**src/rtl/ifetch_queue_pkg.sv**
```systemverilog
// ifetch_queue_pkg: shared fetch front-end constants, state encodings and PC helper
package ifetch_queue_pkg;
  localparam int XLEN = 32;
  localparam logic [XLEN-1:0] RESET_PC_DEF = 32'h0000_0000;
  typedef enum logic {IFQ_FETCH = 1'b0, IFQ_DROP = 1'b1} ifq_state_e;
  function automatic logic [XLEN-1:0] pc_inc(input logic [XLEN-1:0] pc);
    return pc + XLEN'(4);
  endfunction
endpackage

```
**src/rtl/ifq_fifo.sv**
```systemverilog
// ifq_fifo: DEPTH x W synchronous FIFO with flush and a registered head that holds while empty
module ifq_fifo #(
  parameter int DEPTH = 4,
  parameter int W = 64
) (
  input  logic clk,
  input  logic reset,
  input  logic push,
  input  logic pop,
  input  logic flush,
  input  logic [W-1:0] din,
  output logic [W-1:0] dout,
  output logic [$clog2(DEPTH):0] count
);
  localparam int AW = $clog2(DEPTH);
  localparam logic [AW:0] FULL = (AW+1)'(DEPTH);
  logic [W-1:0] mem_q [DEPTH];
  logic [W-1:0] dout_q, dout_d;
  logic [AW-1:0] rd_q, rd_d, wr_q, wr_d;
  logic [AW:0] cnt_q, cnt_d;
  logic do_push, do_pop;
  always_comb begin
    do_pop = pop && cnt_q != '0;
    do_push = push && (cnt_q != FULL || do_pop);
    rd_d = flush ? '0 : rd_q + AW'(do_pop);
    wr_d = flush ? '0 : wr_q + AW'(do_push);
    cnt_d = flush ? '0 : cnt_q + (AW+1)'(do_push) - (AW+1)'(do_pop);
    // the word being written becomes the head when it lands in the slot rd_d points at
    dout_d = (flush || cnt_d == '0) ? dout_q : (do_push && wr_q == rd_d) ? din : mem_q[rd_d];
  end
  always_ff @(posedge clk or posedge reset)
    if (reset) begin
      rd_q <= '0;
      wr_q <= '0;
      cnt_q <= '0;
      dout_q <= '0;
      for (int i = 0; i < DEPTH; i++) mem_q[i] <= '0;
    end else begin
      rd_q <= rd_d;
      wr_q <= wr_d;
      cnt_q <= cnt_d;
      dout_q <= dout_d;
      if (do_push && !flush) mem_q[wr_q] <= din;
    end
  assign dout = dout_q;
  assign count = cnt_q;
endmodule

```
**src/rtl/ifetch_queue.sv**
```systemverilog
// ifetch_queue: fetch FSM, fetch PC and redirect squashing in front of the instruction FIFO
module ifetch_queue
  import ifetch_queue_pkg::*;
#(
  parameter int DEPTH = 4,
  parameter logic [XLEN-1:0] RESET_PC = RESET_PC_DEF
) (
  input  logic clk,
  input  logic reset,
  input  logic redirect,
  input  logic [XLEN-1:0] redirect_pc,
  output logic mem_req,
  output logic [XLEN-1:0] mem_addr,
  input  logic mem_ack,
  input  logic [XLEN-1:0] mem_rdata,
  output logic inst_valid,
  input  logic inst_ready,
  output logic [XLEN-1:0] inst,
  output logic [XLEN-1:0] inst_pc,
  output logic [$clog2(DEPTH):0] q_count
);
  localparam int CW = $clog2(DEPTH) + 1;
  ifq_state_e state_q, state_d;
  logic [XLEN-1:0] fetch_pc_q, fetch_pc_d, addr_q;
  logic [2*XLEN-1:0] head;
  logic [CW-1:0] cnt_d;
  logic req_q, req_d, push, pop;
  always_comb begin
    push = req_q && mem_ack && !redirect && state_q == IFQ_FETCH;
    pop = inst_valid && inst_ready;
    cnt_d = redirect ? '0 : q_count + CW'(push) - CW'(pop);
    mem_addr = state_q == IFQ_DROP ? addr_q : fetch_pc_q;
    fetch_pc_d = redirect ? redirect_pc : push ? pc_inc(fetch_pc_q) : fetch_pc_q;
    state_d = redirect ? ((req_q && !mem_ack) ? IFQ_DROP : IFQ_FETCH)
            : (state_q == IFQ_DROP && mem_ack) ? IFQ_FETCH : state_q;
    // an outstanding request is held; a new one is raised only if the queue will have room
    req_d = (req_q && !mem_ack) || cnt_d < CW'(DEPTH);
  end
  always_ff @(posedge clk or posedge reset)
    if (reset) begin
      state_q <= IFQ_FETCH;
      fetch_pc_q <= RESET_PC;
      addr_q <= RESET_PC;
      req_q <= 1'b0;
    end else begin
      state_q <= state_d;
      fetch_pc_q <= fetch_pc_d;
      addr_q <= mem_addr;
      req_q <= req_d;
    end
  ifq_fifo #(.DEPTH(DEPTH), .W(2*XLEN)) u_fifo (
    .clk(clk),
    .reset(reset),
    .push(push),
    .pop(pop),
    .flush(redirect),
    .din({mem_rdata, fetch_pc_q}),
    .dout(head),
    .count(q_count)
  );
  assign {inst, inst_pc} = head;
  assign mem_req = req_q;
  assign inst_valid = q_count != '0;
endmodule
```
**config.mk**
```make
export PLATFORM = sky130hd
export DESIGN_NAME = ifetch_queue
export DESIGN_NICKNAME = d
export VERILOG_FILES = /design/src/rtl/ifetch_queue_pkg.sv /design/src/rtl/ifq_fifo.sv /design/src/rtl/ifetch_queue.sv
export SDC_FILE = /design/constraint.sdc
export NUM_CORES = 1
export LEC_CHECK = 0
export BUFFER_PORTS_ARGS = -buffer_cell sky130_fd_sc_hd__buf_2
export CELL_PAD_IN_SITES_DETAIL_PLACEMENT = 1
export CELL_PAD_IN_SITES_GLOBAL_PLACEMENT = 1
export CORE_MARGIN = 2
export CORE_UTILIZATION = 40
export CTS_BUF_LIST = sky130_fd_sc_hd__clkbuf_4
export DETAILED_ROUTE_END_ITERATION = 16
export MAX_ROUTING_LAYER = met4
export PLACE_DENSITY_LB_ADDON = 0.05
export SLEW_MARGIN = 20
export SYNTH_ARGS = -nofsm -noshare
export SYNTH_HDL_FRONTEND = slang
export SYNTH_SLANG_ARGS = --single-unit
```
**constraint.sdc**
```tcl
create_clock -name clk -period 15.3 [get_ports clk]
set_input_delay 1.53 -clock clk [delete_from_list [all_inputs] [get_ports clk]]
set_output_delay 1.53 -clock clk [all_outputs]
set_load 0.005 [all_outputs]
```
## Yosys cells after proc, flatten, opt, wreduce, memory -nomap -nowiden

Index checks and enable logic that the tools add are counted.

| cells by class | value |
|---|---|
| $add $sub $neg | 7 |
| order comparisons | 4 |
| equality and inequality tests | 2 |
| mux-type cells | 17 |
| bitwise gates (word level) | 3 |
| reduce and logical (&&, ||, !) cells | 20 |

Operators by type and width:

| kind | count |
|---|---|
| $bwmux 256 | 1 |
| $mux 64 | 4 |
| $bmux 64 s2 | 1 |
| $demux 64 s2 | 1 |
| $mux 32 | 3 |
| $add 32x3->32 const B | 1 |
| $logic_and 1x1->1 | 11 |
| $add 3x1->3 | 2 |
| $ge 3x3->1 const B | 2 |
| $mux 3 | 2 |
| $not 2->3 | 2 |
| $sub 3x1->3 | 2 |
| $add 2x1->2 | 2 |
| $mux 2 | 2 |
| $reduce_bool 2->1 | 2 |
| $logic_not 3->1 | 1 |
| $logic_or 1x1->1 | 3 |
| $lt 3x1->1 const B | 1 |
| $lt 3x3->1 const B | 1 |
| $mux 1 | 3 |
| $ne 3x3->1 const B | 1 |
| $reduce_bool 3->1 | 1 |
| $eq 2x2->1 | 1 |
| $logic_not 1->1 | 2 |
| $not 1->1 | 1 |

| word-level totals | value |
|---|---|
| bits in registers | 393 |
| bits of input ports | 69 |
| output and inout bits | 101 |
| word-level logic and storage cells | 65 |

## Longest topological paths before layout

Gate-level depths: netlist of the first run.

| logic depth | value |
|---|---|
| depth after elaboration | 10 |
| depth in mapped cells | 13 |
| gate-level depth less buffers | 11 |

## Hierarchy

Synthesis of the first run repeated with hierarchy kept, for this count alone.

| unflattened totals | value |
|---|---|
| cells, all modules | 1445 |
| area total of the unflattened synthesis | 17698.2 um2 |

By module, submodules not included:

| module | instances | cells an instance | area each (um2) | sequential area each (um2) |
|---|---|---|---|---|
| ifq_fifo | 1 | 1158 | 14555.2 | 8182.8 |
| ifetch_queue | 1 | 287 | 3143.0 | 1651.6 |

## Worst setup path after synthesis of the first run

OpenSTA, ideal clock, no wires.

| timing | value |
|---|---|
| path kind | input-to-reg |
| start point | input redirect |
| end point | register u_fifo.dout_q[10], in the netlist u_fifo.dout[10] |
| setup time | 0.095 ns |
| arrival | 4.082 ns |
| required time | 15.205 ns |
| setup slack | 11.123 ns |
| stages | 12 |
| path buffers | 2 |
| cell sequence | nand4bb_1 > clkbuf_1 > nor2_1 > ha_1 > inv_1 > fa_1 > xnor3_1 > a31o_1 > a2111oi_4 > buf_6 > a22oi_2 > o31ai_1 |

| on the way | value |
|---|---|
| cells in the longest elaborated chain, start to end | 9 |
| elaborated cells between the ends (all ways) | 17 |
| those cells by class | add/sub (2); eq/ne (1); mux (6); bitwise (1); reduce/logical (7) |

RTL lines:

| item | line | text |
|---|---|---|
| from (decl) | ifetch_queue.sv:10 | `input logic redirect,` |
| $logic_not 1->1 | ifetch_queue.sv:29 | `push = req_q && mem_ack && !redirect && state_q == IFQ_FETCH;` |
| $logic_and 1x1->1 (2 in a row) | ifetch_queue.sv:29 |  |
| $logic_and 1x1->1 | ifq_fifo.sv:24 | `do_push = push && (cnt_q != FULL \|\| do_pop);` |
| $add 3x1->3 | ifq_fifo.sv:27 | `cnt_d = flush ? '0 : cnt_q + (AW+1)'(do_push) - (AW+1)'(do_pop);` |
| $sub 3x1->3 | ifq_fifo.sv:27 |  |
| $mux 3 | ifq_fifo.sv:27 |  |
| $logic_not 3->1 | ifq_fifo.sv:29 | `dout_d = (flush \|\| cnt_d == '0) ? dout_q : (do_push && wr_q == rd_d) ? din : mem_q[rd_d];` |
| $logic_or 1x1->1 | ifq_fifo.sv:29 |  |
| to (signal assigned) | ifq_fifo.sv:42 | `dout_q <= dout_d;` |
| to (decl) | ifq_fifo.sv:18 | `logic [W-1:0] dout_q, dout_d;` |

Parallel ways exist; a longest one is shown, timed or not. The select of a mux whose other input is x is not followed.
A chain may end at the register's enable or synchronous reset.

## Worst setup path in the final report of the first run

| timing | value |
|---|---|
| start point | input redirect |
| end point | register u_fifo.dout_q[18], in the netlist u_fifo.dout[18] |

The elaborated chain is that of the path after synthesis.

==> impl_metrics.tcl, run 1 <==
set metrics [dict create \
    status "finished, final reports clean" \
    synth_flop_cell "dfrtp_1" \
    grt_pass1_wl_um 82860 \
    wl_per_cell_um 23.61 \
    period_share_pct 33.41 \
    crit_chain "buf_6 > nand4bb_1 > nor2_1 > ha_1 > inv_1 > fa_1 > xnor3_1 > a31o_4 > or2_2 > buf_4 > o31ai_1" \
    synth.area.top_cells "dfrtp_1 (55%), mux2_2 (18%), a211o_1 (3.2%), a221oi_1 (3.1%), a22oi_2 (2.8%)" \
    max_freq_ghz 0.1956 \
    ctsResizeCount 0 \
    fillers 4723 \
    power_uw 3659 \
    drt_first_iter_violations 807 \
    vias_per_cell 5.653 \
    fin_skew_ns 0.02253 \
    cp_slowest_cell "or2_2" \
    tns_ns 0 \
    coreArea_um2 44320 \
    area_growth_pct 13.88 \
    synth_edf_count 0 \
    dp_hpwl_um 29120 \
    clock_latency_ns 0.84 \
    drive_gt1_share_pct 42.69 \
    syn-cell-area_um2 18030 \
    worstReg2RegStart "state_q" \
    hold_ws_ns 0.4892 \
    ff2ff_setup_slack_ns 10.32 \
    grt_pass1_vias 13869 \
    grt_usage_pct 23.56 \
    synth_largest_area_cell "dfrtp_1" \
    fin_crit_ns 5.112 \
    synth_cells 1415 \
    slew_headroom_pct 26.34 \
    vdd_drop_max_mv 0.1184 \
    p_leak_uw 0.009363 \
    clockRootBuffer "clkbuf_4" \
    cts_tree "yes" \
    clk_pin_slew_ns 0.06 \
    ys_seq_area_share_pct 54.53 \
    clock_sinks 393 \
    syn-num-nets 1490 \
    postCtsHoldBufs 0 \
    layout.nets 1649 \
    crit_buf_inv 3 \
    start_util_pct 40.69 \
    dieHeight_um 216.3 \
    worstRegToRegCells 10 \
    die_area_um2 46800 \
    power_density_nw_per_um2 178.2 \
    yosys.area.top_type_share_pct 54.53 \
    grt_max_degree 156 \
    hold_path_depth 1 \
    hold_violations 0 \
    antenna_found_initial 5 \
    maxSlewViolCount 0 \
    die_width_um 216.3 \
    io_pins 170 \
    drc 0 \
    yosysUniqueCellTypes 52 \
    hold_path_end "addr_q[16]" \
    cp.arrival_ns 5.78 \
    setup_violations 0 \
    required_ns 15.97 \
    synth-seq-cells 393 \
    avgSynthCellArea_um2 12.75 \
    ys_async_sr_fraction_pct 100.0 \
    mostFrequentLayoutCells "dfrtp_1 (392), mux2_2 (285), buf_2 (168)" \
    grt-ovfl-total 0 \
    postCtsSetupBuffers 0 \
    path_delay_family "simple AND/OR/NAND/NOR gates" \
    worstReg2RegEnd "u_fifo.dout[18]" \
    portBuffers 169 \
    ctsHtreeMaxLevel 3 \
    hp-class "reg2reg" \
    num_vias 12617 \
    drv_cap 0 \
    row_count 77 \
    routed_wl_um 52700 \
    max-clock-path-buffers 3 \
    worstHoldStart "addr_q[16]" \
    yosysWarnings 0 \
    cts_made_buffers 111 \
    worst_pin_slew_ns 1.105 \
    rsz0062_at_grt "no" \
    ant_nets 0 \
    cpPeakStageDelay_ns 0.75 \
    crit_path_end_kind "register" \
    mostFrequentLayoutCell "dfrtp_1" \
    dr.pass1.iters 5 \
    crit_fanout 61 \
    worstSetupPathType "in2reg" \
    critPathLaunchType "primary input" \
    gp_congestion 0.7260 \
]
cell type report:
type	count	area (um2)	share of cell area (%)
multi-input combinational	868	7625	37.12
sequential	393	9836	47.89
clock buffer	160	1201	5.848
tap	592	740.7	3.606
timing repair buffer	191	1030	5.014
antenna	5	12.51	0.06092
inverter	9	41.29	0.2010
clock inverter	14	52.55	0.2559
worst max path at each step:
| stage | start | endpoint | slack [ns] | cells after the start |
|---|---|---|---|---|
| after floorplan | reset | addr_q[0] | 2.84 | 1 |
| after global placement | redirect | u_fifo.dout[22] | 9.42 | 11 |
| after detailed placement | redirect | u_fifo.dout[12] | 9.29 | 11 |
| after CTS | redirect | u_fifo.dout[18] | 10.19 | 11 |
| after global routing | redirect | u_fifo.dout[16] | 9.95 | 11 |
| final | redirect | u_fifo.dout[18] | 10.19 | 11 |
per-stage QoR:
step / util [%] / setup WS (ns) / std cells / cell area [um2]
final: 46.34 / 10.19 / 2232 / 20540
after global routing: 46.34 / 9.951 / 2232 / 20540
after CTS: 46.30 / 10.19 / 2227 / 20520
after detailed placement: 43.47 / 9.292 / 2053 / 19260
after global placement: 43.47 / 9.422 / 2053 / 19260
after floorplan: - / 2.844 / 1415 / 18030
registers in the layout, summed over array words and instances, names as in the netlist:
signal        count
u_fifo.mem_q    256
u_fifo.dout      64
addr_q           32
fetch_pc_q       32
u_fifo.count      3
u_fifo.rd_q       2
u_fifo.wr_q       2
mem_req           1
state_q           1
power by group:
group | internal, uW | switching [uW]
logic | 557 | 625
clock network | 467 | 433
registers | 1350 | 224
total | 2380 | 1280
cell usage after synthesis (all sizes together) (4+ instances only):
cell      n
xnor2    11
nor4      4
o21ai    23
clkbuf  101
nand2    43
a21oi    64
o31ai    64
nor2     13
o211ai    6
buf      44
dfrtp   393
mux2    290
xor2     18
nand3    19
inv       9
a221oi   64
nand4    11
ha        5
a22oi    64
nor2b    66
a211o    65
per-layer routing:
metal | up-vias | global-route usage (%) | share of wire (%)
met1 | 6642 | 30.93 | 46
met2 | 255 | 36.94 | 48
met3 | 86 | 4.814 | 4.1
met5 | - | - | 0
li1 | 5634 | - | -
met4 | 0 | 7.078 | 2.0
cell families after synthesis:
group                    synth area share (%)
adder cells (fa/ha/maj)                0.4579
AO/OA/AOI/OAI                           16.07
flip-flops                              54.53
buffers and inverters                   3.677
AND/OR/NAND/NOR                         5.516
multiplexers                            18.22
XOR/XNOR                                1.533
No activity file was read; power rests on OpenSTA's default activity.
==> inputs of run 2 (changes only) <==
Settings changed: ABC_AREA set to 1.
Clock period 15.3 ns to 4.7 ns, I/O delays scaled along.
==> run 2 against run 1 <==
Compared with the run above: sequential power increased to 3.2 times the previous value; register-to-register slack got worse by 9.0 ns; sequential cell count stayed put; combinational power rose to 3.5 times the previous value; synthesized area up 3.3%; worst setup slack got worse by 8.9 ns; synthesized cell count increased by 61%; clock power grew to 3.7 times the previous value; hold slack got worse by 0.30 ns.
==> impl_metrics.tcl, run 2 <==
set metrics [dict create \
    path_delay_family "buffers and inverters" \
    utilization_pct 47.58 \
    hold_path_end "u_fifo.rd_q[0]" \
    layout.nets 2563 \
    synth_cells 2279 \
    drc 0 \
    die_area_um2 48320 \
    num_vias 17219 \
    cts_made_buffers 114 \
    worstReg2RegEnd "u_fifo.dout[6]" \
    hp-class "in2reg" \
    crit_buf_inv 3 \
    synth_largest_area_cell "dfrtp_1" \
    area_growth_pct 18.14 \
    dr.pass1.iters 5 \
    multiInputGateArea_um2 7679 \
    cpPeakStageDelay_ns 0.87 \
    crit_path_end_kind "register" \
    syn-num-nets 2354 \
    intPower_uw 7616 \
    ys_seq_area_share_pct 52.79 \
    required_ns 5.50 \
    rsz0062_at_grt "no" \
    power_frac_seq_pct 40.2 \
    max_freq_ghz 0.2936 \
    clock_sinks 393 \
    row_count 79 \
    routed_wl_um 62100 \
    yosys.area.top_type_share_pct 52.79 \
    grt_max_degree 138 \
    critPathLaunchType "register" \
    antenna_found_initial 1 \
    seq_area_um2 9836 \
    ctsHtreeMaxLevel 3 \
    wl_per_cell_um 19.47 \
    p_leak_uw 0.01070 \
    clk_pin_slew_ns 0.07 \
    slew_headroom_pct 31.08 \
    fin_crit_ns 3.406 \
    place_inst 2912 \
    worstSetupPathType "reg2reg" \
    setup_violations 0 \
    ys_async_sr_fraction_pct 100.0 \
    hold_violations 0 \
    dp_hpwl_um 35320 \
    cp.arrival_ns 4.21 \
    p_sw_share_pct 39.28 \
    fillers 5642 \
    yosys-top-cells-count "nand2_1 (771), dfrtp_1 (393), nand3_1 (281), o21ai_0 (178), nand4_1 (141)" \
    syn-cell-area_um2 18630 \
    worstRegToRegCells 13 \
    ctsResizeCount 0 \
    drive_gt1_share_pct 15.96 \
    period_share_pct 72.46 \
    ff2ff_setup_slack_ns 1.29 \
    grt_usage_pct 27.06 \
    clockRootBuffer "clkbuf_4" \
    regMostFlops "u_fifo.mem_q" \
    avgSynthCellArea_um2 8.175 \
    p_comb_share_pct 33.2 \
    start_util_pct 40.27 \
    status "finished, final reports clean" \
    ant_nets 0 \
    worstReg2RegStart "u_fifo.count[0]" \
    portBuffers 169 \
    worst_pin_slew_ns 1.034 \
    final_cells 3190 \
    yosysMostFrequentCell "nand2_1" \
    synth-seq-cells 393 \
    vdd_drop_max_mv 0.3442 \
    power_density_nw_per_um2 569.8 \
    yosysWarnings 0 \
    mostFrequentLayoutCell "nand2_1" \
    max-clock-path-buffers 3 \
    drv_cap 0 \
    fin_skew_ns 0.04067 \
    hold_path_depth 5 \
    p_sw_uw 4926 \
    coreArea_um2 46260 \
    gp_congestion 0.8221 \
    vias_per_cell 5.398 \
    drt_first_iter_violations 1007 \
    crit_fanout 80 \
    maxSlewViolCount 0 \
    synth.area.top_cells "dfrtp_1 (53%), nand2_1 (16%), nand3_1 (7.5%), o21ai_0 (4.8%), nand4_1 (4.7%)" \
    cts_tree "yes" \
    grt-ovfl-total 0 \
    yosysUniqueCellTypes 36 \
    worstHoldStart "inst_ready" \
    clock_latency_ns 0.87 \
    synth_flop_cell "dfrtp_1" \
    power_uw 12540 \
    grt_pass1_wl_um 99760 \
    die_width_um 219.8 \
    grt_pass1_vias 18311 \
    cp_common_cell "nand2_1" \
    clockPowerShare_pct 26.6 \
    synth_edf_count 0 \
    largest_reg_flops 256 \
    io_pins 170 \
    cp_slowest_cell "buf_4" \
    dieHeight_um 219.8 \
    mostFrequentLayoutCells "nand2_1 (767), dfrtp_1 (392), nand3_1 (279)" \
    crit_chain "nor2_1 > nand2_2 > nand3_4 > buf_4 > nand3_4 > buf_4 > buf_4 > nand2_1 > nand3_1 > nand2_1 > nand2_1 > nand3_1 > nand2_1" \
    hold_ws_ns 0.1844 \
]
## run 2: cell count changes in the layout (fill, tap and decap cells not counted), sizes merged, moves of 66 or more
| cell | previous run | this run |
|---|---|---|
| nand4 | 11 | 141 |
| mux2 | 290 | 0 |
| inv | 13 | 103 |
| o21ai | 23 | 241 |
| nand3 | 19 | 284 |
| nand2 | 43 | 774 |
| dlygate4sd3 | 0 | 67 |
| nor2b | 66 | 0 |
## run 2: what timing repair did
action,in CTS,in global routing
buffers inserted,0,0
hold endpoints to repair,220,0
hold buffers,67,0
## run 2: kinds of logic (layout without fill, tap and decap cells)
group | Yosys count | after routing | synth area share [%]
AOI/OAI and AO/OA | 333 | 333 | 10.21
and+or+nand+nor | 1251 | 1251 | 29.29
DFF | 393 | 393 | 52.79
adders and majority gates | 6 | 6 | 0.4433
buffers and inverters | 280 | 583 | 6.508
other | 0 | 1 | 0
xor gates and xnor gates | 16 | 16 | 0.7522
## run 2: area by class of cell
class,instances,share of cell area [%]
clock buffer,172,5.867
tap,607,3.451
clock inverter,38,0.9948
sequential,393,44.69
multi-input combinational,1606,34.89
antenna,1,0.01137
inverter,104,1.802
timing repair buffer,269,8.300
## run 2: stage by stage
stage | setup TNS [ns] | instance area (um2) | setup slack (ns)
2_1_floorplan | -415.74 | 18630 | -1.058
3_3_place_gp | 0 | 19810 | 1.361
3_5_place_dp | 0 | 19810 | 1.276
4_1_cts | 0 | 21990 | 1.259
5_1_grt | 0 | 22010 | 1.024
6_report | 0 | 22010 | 1.294
## run 2: how the worst max path moves through the flow
stage	start	to	slack, ns	cells after the start
2_1_floorplan	reset	addr_q[0]	-1.06	1
6_report	u_fifo.count[0]	u_fifo.dout[6]	1.29	13
5_1_grt	u_fifo.count[1]	u_fifo.dout[2]	1.02	13
3_5_place_dp	u_fifo.count[0]	u_fifo.dout[21]	1.28	13
4_1_cts	u_fifo.count[0]	u_fifo.dout[30]	1.26	13
3_3_place_gp	u_fifo.count[0]	u_fifo.dout[5]	1.36	13
## run 2: power groups by stage
stage                     Combinational, uW  Sequential, uW  Clock [uW]
final                                  4160            5040        3340
after global placement                 4050            5050           0
after floorplan                        2780            4920           0
after CTS                              4220            5040        3460
after detailed placement               4160            5080           0
after global routing                   4760            5160        3650
## run 2: layer usage
layer	global-route usage, %	up-vias	wire (um)
met5	-	-	0
met4	8.747	0	1572
met3	4.983	127	2690
met2	44.19	376	29760
met1	34.06	8597	28080
li1	-	8119	-
## run 2: worst reg2reg max path, stage by stage, from the launching register on
cell	delay (ns)
dfrtp_1	0.46
nor2_1	0.10
nand2_2	0.12
nand3_4	0.07
buf_4	0.34
nand3_4	0.31
buf_4	0.46
buf_4	0.91
nand2_1	0.17
nand3_1	0.14
nand2_1	0.08
nand2_1	0.07
nand3_1	0.06
nand2_1	0.07
